--- config.mk ---
export PLATFORM = sky130hd
export DESIGN_NAME = alu_issue_seq
export DESIGN_NICKNAME = d
export VERILOG_FILES = /design/src/rtl/alu_issue_seq.sv
export SDC_FILE = /design/constraint.sdc
export NUM_CORES = 1
export LEC_CHECK = 0
export CAP_MARGIN = 20
export CORE_UTILIZATION = 40
export DETAILED_ROUTE_END_ITERATION = 8
export PLACE_DENSITY = 0.83
export REMOVE_ABC_BUFFERS = 1
export SYNTH_ARGS = -nofsm -noshare
export SYNTH_HDL_FRONTEND = slang
export SYNTH_SLANG_ARGS = --single-unit
--- constraint.sdc ---
create_clock -name iCLK -period 2.23 [get_ports iCLK]
set_input_delay 0.3345 -clock iCLK [delete_from_list [all_inputs] [get_ports iCLK]]
set_output_delay 0.3345 -clock iCLK [all_outputs]
set_load 0.005 [all_outputs]
--- src/rtl/alu_issue_seq.sv ---
// Issue/capture sequencer for the 12-bit ALU: one op in flight, enable held S=max(SETTLE_CYCLES,1) cycles, oVALID after edge S;
// oREADY stays low from acceptance until oVALID is acked. Optional capture counter oOP_CNT when ALU_OPCOUNT_EN is defined.
module alu_issue_seq #(
  parameter int unsigned SETTLE_CYCLES = 4,
  parameter int unsigned CNT_W         = 4,
  parameter logic [3:0]  SUB_CODE      = 4'd1
) (
  input  logic        iCLK,
  input  logic        iRSTn,
  input  logic        iREQ,
  output logic        oREADY,
  input  logic [3:0]  iCTRL,
  input  logic [11:0] iOP1,
  input  logic [11:0] iOP2,
  output logic        oALU_EN,
  output logic [3:0]  oALU_CTRL,
  output logic [11:0] oALU_OP1,
  output logic [11:0] oALU_OP2,
  input  logic [11:0] iALU_RES,
  input  logic        iALU_NEG,
  input  logic        iALU_ALL_ZEROn,
  input  logic        iALU_ANY_POS,
  output logic        oVALID,
  input  logic        iACK,
`ifdef ALU_OPCOUNT_EN
  output logic [11:0] oOP_CNT,
`endif
  output logic [11:0] oRES,
  output logic        oFLAG_N,
  output logic        oFLAG_Z,
  output logic        oFLAG_P
);

  // A zero settle time still needs one enabled cycle before the result is sampled.
  localparam int unsigned     SETTLE_EFF = (SETTLE_CYCLES == 0) ? 1 : SETTLE_CYCLES;
  localparam logic [CNT_W-1:0] CNT_LOAD  = CNT_W'(SETTLE_EFF - 1);

  typedef enum logic [1:0] {IDLE, EXEC, DONE} state_t;

  state_t           state;
  state_t           state_nxt;
  logic [CNT_W-1:0] cnt;
  logic             accept;
  logic             capture;

  always_ff @(posedge iCLK or negedge iRSTn) begin
    if (!iRSTn) begin
      state <= IDLE;
    end else begin
      state <= state_nxt;
    end
  end

  always_comb begin
    state_nxt = state;
    accept    = 1'b0;
    capture   = 1'b0;
    case (state)
      IDLE: begin
        if (iREQ) begin
          accept    = 1'b1;
          state_nxt = EXEC;
        end
      end
      EXEC: begin
        if (cnt == '0) begin
          capture   = 1'b1;
          state_nxt = DONE;
        end
      end
      DONE: begin
        if (iACK) begin
          state_nxt = IDLE;
        end
      end
      default: state_nxt = IDLE;
    endcase
  end

  assign oREADY  = (state == IDLE);
  assign oALU_EN = (state == EXEC);
  assign oVALID  = (state == DONE);

  always_ff @(posedge iCLK or negedge iRSTn) begin
    if (!iRSTn) begin
      cnt       <= '0;
      oALU_CTRL <= '0;
      oALU_OP1  <= '0;
      oALU_OP2  <= '0;
      oRES      <= '0;
      oFLAG_N   <= 1'b0;
      oFLAG_Z   <= 1'b0;
      oFLAG_P   <= 1'b0;
    end else begin
      if (accept) begin
        oALU_CTRL <= iCTRL;
        oALU_OP1  <= iOP1;
        oALU_OP2  <= iOP2;
        cnt       <= CNT_LOAD;
      end
      if (capture) begin
        oRES <= iALU_RES;
        // Only subtract/compare defines the condition flags; other ops leave them sticky.
        if (oALU_CTRL == SUB_CODE) begin
          oFLAG_N <= iALU_NEG;
          oFLAG_Z <= ~iALU_ALL_ZEROn;
          oFLAG_P <= iALU_ANY_POS;
        end
      end else if (state == EXEC) begin
        cnt <= cnt - 1'b1;
      end
    end
  end

`ifdef ALU_OPCOUNT_EN
  always_ff @(posedge iCLK or negedge iRSTn) begin
    if (!iRSTn) begin
      oOP_CNT <= '0;
    end else if (capture) begin
      oOP_CNT <= oOP_CNT + 12'd1;
    end
  end
`endif

endmodule

# --- After elaboration in Yosys (flattened, before gate mapping) ---
# Cells that the tools add are included.
totals:
  register_bits: 49
  input_bits: 47
  output_inout_bits: 46
  wordCells: 32
classes:
  n_addsub: 1
  n_eq_ne: 6
  n_mux: 11
  bitwise_logic: 1
  n_reduce_logical: 4
ops:
  columns: ["op", "n"]
  rows:
  - ["$mux W4", 3]
  - ["$mux W2", 3]
  - ["$pmux W2 S3", 1]
  - ["$eq A4 B1 Y1 const B", 1]
  - ["$logic_not A4 Y1", 1]
  - ["$mux W1", 4]
  - ["$ne A2 B1 Y1 const B", 2]
  - ["$sub A4 B1 Y4 const B", 1]
  - ["$reduce_and A3 Y1", 1]
  - ["$eq A2 B1 Y1 const B", 1]
  - ["$eq A2 B2 Y1 const B", 1]
  - ["$logic_not A2 Y1", 1]
  - ["$ne A2 B2 Y1 const B", 1]
  - ["$reduce_and A2 Y1", 1]
  - ["$not A1 Y1", 1]

# --- Longest topological paths before layout ---
# Gate-level depths: netlist of the first run.
logic_depth:
  depth_word: 5
  mapped_depth: 6
  depth_no_buf: 5

# --- Worst setup path before layout of the first run ---
# No wires, ideal clock.
synth_path:
  path_kind: "flip-flop to flip-flop"
  startpoint: "register cnt[0]"
  endpoint: "register oRES[10]"
  setup_ps: 125
  arrival_ps: 1512
  required_ps: 2105
  setup_slack_ps: 593
  stages_incl_launch_ff: 7
  n_path_buf: 1
  period_less_slack_ps: 1637
  path_cell_list: "dfrtp_1 -> inv_1 -> ha_1 -> nand2b_1 -> nor3_2 -> buf_4 -> mux2_2"
synth_via:
  elab_chain_cells: 3
synth_rtl:
  columns: ["element", "line_no", "text"]
  rows:
  - ["from (decl)", "42", "logic [CNT_W-1:0] cnt;"]
  - ["from (signal assigned)", "110", "cnt <= cnt - 1'b1;"]
  - ["$logic_not A4 Y1", "66", "if (cnt == '0) begin"]
  - ["$mux W1", "66", null]
  - ["$mux W1", "58", "case (state)"]
  - ["to (signal assigned)", "102", "oRES <= iALU_RES;"]
  - ["to (decl)", "28", "output logic [11:0] oRES,"]
# No other way between the ends.
# A chain may end at the register's enable or synchronous reset.

# --- Final worst setup path of the first run ---
layout_path:
  startpoint: "register state[1]"
  endpoint: "output oALU_EN"
layout_via:
  elab_chain_cells: 1
layout_rtl:
  columns: ["element", "line_no", "text"]
  rows:
  - ["from (decl)", "40", "state_t state;"]
  - ["from (signal assigned)", "50", "state <= state_nxt;"]
  - ["$eq A2 B1 Y1", "81", "assign oALU_EN = (state == EXEC);"]
  - ["to (decl)", "15", "output logic oALU_EN,"]
# No other way between the ends.

==> results of run 1 <==
-- kinds of logic after synthesis --
kind of cell / synth area share [%]
adders and majority gates: 0.641
and+or+nand+nor: 6.28
AOI/OAI and AO/OA: 1.79
muxes: 26.2
DFF: 62.8
buffers and inverters: 2.31
-- per-stage QoR --
stage	cells	total power [mW]	utilization, %	TNS (ps)	cell area (µm²)
4_1_cts	293	4.00	64.8	0	3060
3_3_place_gp	285	3.43	63.1	0	2980
3_5_place_dp	285	3.50	63.1	0	2980
6_report	293	3.94	64.8	0	3060
2_1_floorplan	122	2.36	-	-979	1930
5_1_grt	293	4.22	64.8	0	3060
-- worst max-delay path: cells and delay by family (launching register included) --
family	cells	cell delay, ps
buf+inv	2	720
flops	1	430
simple gates	1	270
-- power by group through the flow --
stage                     logic [mW]  clock network (mW)  registers [mW]
after CTS                       1.89               0.504            1.61
after detailed placement        1.88                   0            1.62
final                           1.86               0.485            1.60
after global placement          1.83                   0            1.60
after floorplan                0.746                   0            1.62
after global routing            2.00               0.549            1.67
-- Yosys cell counts --
cell | instances | area, µm²
ha_1 | 1 | 12.5
mux2_2 | 41 | 462
nor3_2 | 1 | 10.0
nand2b_2 | 1 | 8.76
buf_2 | 3 | 15.0
a31oi_1 | 1 | 6.26
a211oi_1 | 1 | 7.51
mux2i_1 | 2 | 20.0
dfrtp_1 | 49 | 1230
a21oi_1 | 1 | 5.00
a21o_1 | 1 | 7.51
nor2b_1 | 2 | 12.5
nor4_4 | 1 | 21.3
mux2_4 | 2 | 30.0
inv_1 | 6 | 22.5
or3b_2 | 1 | 8.76
a22o_1 | 1 | 8.76
nand2b_1 | 1 | 6.26
nor4_1 | 1 | 6.26
nor2_1 | 4 | 15.0
nand2_1 | 2 | 7.51
nor3b_2 | 1 | 12.5
or4b_4 | 1 | 13.8
buf_4 | 1 | 7.51
-- worst paths after layout --
path	startpoint	to	depth (start not counted)
min reg2reg	oALU_OP2[1]	oALU_OP2[1]	1
min	iRSTn	oALU_OP2[10]	1
max in group asynchronous	iRSTn	oALU_OP1[5]	2
min in group iCLK	oALU_OP2[1]	oALU_OP2[1]	1
max	state[1]	oALU_EN	3
max reg2reg	oALU_CTRL[1]	oFLAG_P	3
-- registers in the layout, indices dropped and copies added, names as in the netlist --
register   cells
oALU_OP1      12
oALU_OP2      12
oRES          12
cnt            4
oALU_CTRL      4
state          2
oFLAG_N        1
oFLAG_P        1
oFLAG_Z        1
-- per-layer routing --
metal	up-vias	GRT usage, %	part of all wire, %
met1	670	19.8	41
met3	7	3.80	5.4
met5	-	0	0
met2	52	28.4	52
li1	639	-	-
met4	0	6.32	1.2
-- layout make-up --
cell class              instances  area share, %
flip-flops and latches         49           40.1
repair buffers                 96           31.3
multi-input cells              67           22.5
well taps                      67           2.74
clock buffers                   8           2.62
inverters                       6          0.736
==> flow_summary.yaml, run 1 <==
outcome:
  status: "complete, no violations"
timing:
  tightest_slew_ps: 674
  relSlewSlack_pct: 55.1
  skew_ps: 5.34
  hold_slack_ps: 72.0
  hold_viol: 0
  fmax_mhz: 489
  fin_crit_sh_pct: 91.7
  rsz0062_at_grt: "false"
  setup_viol: 0
  drv_slew: 0
  min_period_ps: 2050
  fin_ws_ps: 184
drt:
  viasPerCell: 4.67
  wl_per_cell_um: 13.6
  ant_nets: 0
  drc: 0
  initialDrtViolationCount: 69
  vias: 1368
  drt_first_pass_iters: 4
  drt-total-wl_um: 4000
setup_path:
  crit_chain: "nand2b_2, inv_1, clkdlybuf4s50_1"
  crit_type: "flop to output port"
  worstPathMaxFanout: 5
  cpMaxStageDelayCell: "clkdlybuf4s50_1"
  end_kind: "output port"
  crit_path_start_kind: "flop"
  reg2reg_slack_ps: 530
  worstPathArrival_ps: 1710
  required_ps: 1900
  cp_slowest_stage_delay_ps: 550
cts:
  cts_buffers: 5
  clock-sinks: 49
  cts_setup_buffers: 0
  root_buffer: "clkbuf_8"
  worstSkewPairLatency_ps: 290
  cts_buffer_depth: 2
  htree_num_levels: 2
  tritoncts: "done"
  cts_resized: 0
  cts.clk_slew.worst_paths_ps: 80
  postCtsHoldBufs: 0
global_routing:
  antenna_found_initial: 0
  groute.usage.overall_pct: 16.4
  grt_pass1_vias: 1364
  grt_max_degree: 34
  grt_pass1_wl_um: 6440
  overflow: 0
power_and_ir_drop:
  sequentialPowerShare_pct: 40.6
  p_per_area_nw_per_um2: 1290
  vdd_drop_max_v: 0.000541
  p_clk_share_pct: 12.3
  p_leak_nw: 1.28
  switchingPower_mw: 1.10
  power.internal_mw: 2.84
  power_frac_comb_pct: 47.1
  switching_share_pct: 27.9
synthesis:
  synth-seq-area-share_pct: 62.8
  syn_inst: 126
  syn_avg_cell_area_um2: 15.5
  yosysWarnings: 0
  synth-seq-cells: 49
  ys_types: 24
  syn-cell-area_um2: 1950
die:
  ioPinCount: 93
  die_h_um: 71.9
  start_util_pct: 41.4
  fp.dieW_um: 71.9
  die_area_um2: 5170
  rows: 25
  core_um2: 4720
placed_design:
  dp_hpwl_um: 3020
  gp_congestion: 0.680
  portBuffers: 92
  pre_cts_ws_ps: 491
cells_and_area:
  nets: 273
  drive_above_1_share_pct: 26.1
  seq_area_um2: 1230
  area_delta_synth_final_pct: 56.6
  layout_common_cells: "91 x clkdlybuf4s50_1, 49 x dfrtp_1, 41 x mux2_2"
  layout_commonest_cell: "clkdlybuf4s50_1"
  fillers: 352
  diodes: 0
  multi_input_area_um2: 688
worst_hold_path:
  hp-class: "primary input to async pin"
job:
  max_cap_viol_count: 0
Power figures use the tool's default switching activity.
==> inputs of run 2 (changes only) <==
--- a/config.mk
+++ b/config.mk
@@ -6,6 +6,7 @@
 export NUM_CORES = 1
 export LEC_CHECK = 0
 export CAP_MARGIN = 20
+export CORE_MARGIN = 4
 export CORE_UTILIZATION = 40
 export DETAILED_ROUTE_END_ITERATION = 8
 export PLACE_DENSITY = 0.83
==> run 2 against run 1 <==
- register-to-register slack about the same
- via count down 0.37%
- first-iteration DRC count down 36%
- total power up 0.68%
- worst hold slack better by 410 ps
- flip-flop and latch count unchanged
- non-clock buffer count up 1
- global-route usage down 2.0 points
- combinational power about the same
- maximum frequency up 0.97%
- count of clock-buffer cells in the layout down 1
- sequential power about the same
==> flow_summary.yaml, run 2 (synthesized netlist as in run 1, its figures left out) <==
global_routing:
  antenna_found_initial: 0
  grt_pass1_wl_um: 6970
  grt_max_degree: 34
  overflow: 0
  grt_pass1_vias: 1455
  groute.usage.overall_pct: 14.4
drt:
  ant_nets: 0
  drt-total-wl_um: 4180
  vias: 1363
  drc: 0
  viasPerCell: 4.65
  initialDrtViolationCount: 44
  drt_first_pass_iters: 4
  wl_per_cell_um: 14.3
cells_and_area:
  diodes: 0
  nets: 274
  layout_common_cells: "91 x clkdlybuf4s50_1, 49 x dfrtp_1, 41 x mux2_2"
  area_delta_synth_final_pct: 57.5
  finalNonFillerCells: 293
  design_area_um2: 3080
  reg_top3: "oALU_OP1: 12 flops, oALU_OP2: 12 flops, oRES: 12 flops"
  seq_area_um2: 1230
  layout_commonest_cell: "clkdlybuf4s50_1"
  drive_above_1_share_pct: 26.5
  final_util_pct: 65.1
  fillers: 356
  multi_input_area_um2: 688
placed_design:
  dp_hpwl_um: 3250
  gp_congestion: 0.772
  portBuffers: 92
  placed_area_um2: 2980
  dpl.cell_count: 285
cts:
  cts_buffer_depth: 2
  htree_num_levels: 2
  worstSkewPairLatency_ps: 290
  clock-sinks: 49
  cts_buffers: 5
  tritoncts: "done"
  cts_resized: 0
  cts_setup_buffers: 0
  root_buffer: "clkbuf_8"
  cts.clk_slew.worst_paths_ps: 80
outcome:
  status: "complete, no violations"
setup_path:
  worstPathMaxFanout: 5
  crit_path_start_kind: "flop"
  critPathTopFamily: "buffers and inverters"
  required_ps: 1900
  worstPathArrival_ps: 1690
  crit_type: "flop to output port"
  crit_chain: "nand2b_2, inv_1, clkdlybuf4s50_1"
  end_kind: "output port"
  cpMaxStageDelayCell: "clkdlybuf4s50_1"
  crit_buf_inv: 2
  cp_slowest_stage_delay_ps: 550
timing:
  fmax_mhz: 494
  rsz0062_at_grt: "false"
  relSlewSlack_pct: 74.7
  skew_ps: 4.38
  min_period_ps: 2030
  drv_slew: 0
  setup_viol: 0
  fin_crit_sh_pct: 90.9
  hold_viol: 0
  final.setup.tns_ps: 0
  tightest_slew_ps: 377
worst_hold_path:
  hp-class: "primary input to async pin"
power_and_ir_drop:
  vdd_drop_max_v: 0.000620
  p_per_area_nw_per_um2: 1290
  p_leak_nw: 1.29
die:
  rows: 25
  start_util_pct: 41.4
  fp.dieW_um: 77.9
  ioPinCount: 93
  core_um2: 4720
  die_h_um: 77.9
  die_area_um2: 6060
job:
  max_cap_viol_count: 0
[run 2: cell types whose count changed in the layout (fill, tap and decap cells not counted), sizes merged]
cell         change
clkbuf           -1
dlygate4sd3      +1
[run 2: what timing repair did]
action / 4_1_cts / 5_1_grt
hold endpoints to repair: 15 / 0
hold buffers: 1 / 0
setup endpoints to repair: 0 / 0
[run 2: layout make-up]
cell class,count,area share [%]
multi-input cells,67,22.4
repair buffers,97,31.5
flip-flops and latches,49,39.9
clock buffers,7,2.81
inverters,6,0.732
well taps,67,2.73
[run 2: final timing paths]
path / cells past startpoint / slack (ps) / from / end
min in group iCLK: 1 / 510 / oRES[9] / oRES[9]
min: 2 / 480 / iRSTn / oFLAG_Z
min reg2reg: 1 / 510 / oRES[9] / oRES[9]
max reg2reg: 3 / 530 / oALU_CTRL[1] / oFLAG_N
max in group asynchronous: 3 / 1150 / iRSTn / oRES[9]
max: 3 / 200 / state[1] / oALU_EN
[run 2: where the power goes]
group | internal (mW) | leakage [nW] | total [mW] | switching [mW]
Combinational | 1.29 | 0.663 | 1.87 | 0.578
Clock | 0.246 | 0.0443 | 0.503 | 0.257
Sequential | 1.33 | 0.584 | 1.60 | 0.268
Total | 2.87 | 1.29 | 3.97 | 1.10
[run 2: through the flow]
stage,hold WS (ps),power [mW],worst slack [ps]
6_report,483,3.97,204
5_1_grt,509,4.25,112
4_1_cts,490,4.03,195
3_5_place_dp,276,3.51,482
3_3_place_gp,267,3.45,500
2_1_floorplan,38.9,2.36,-35.0
[run 2: metal layers]
metal	up-vias	routed length [µm]	global-route usage, %
met2	60	2050	24.0
met1	660	1790	18.0
met3	6	281	3.94
met5	-	0	0
li1	637	-	-
met4	0	58	4.80
[run 2: worst reg2reg max path, delay by kind of cell, from the launching register on]
family	cells	cell delay, ps
simple gates	2	850
flops	1	410
mux	1	340
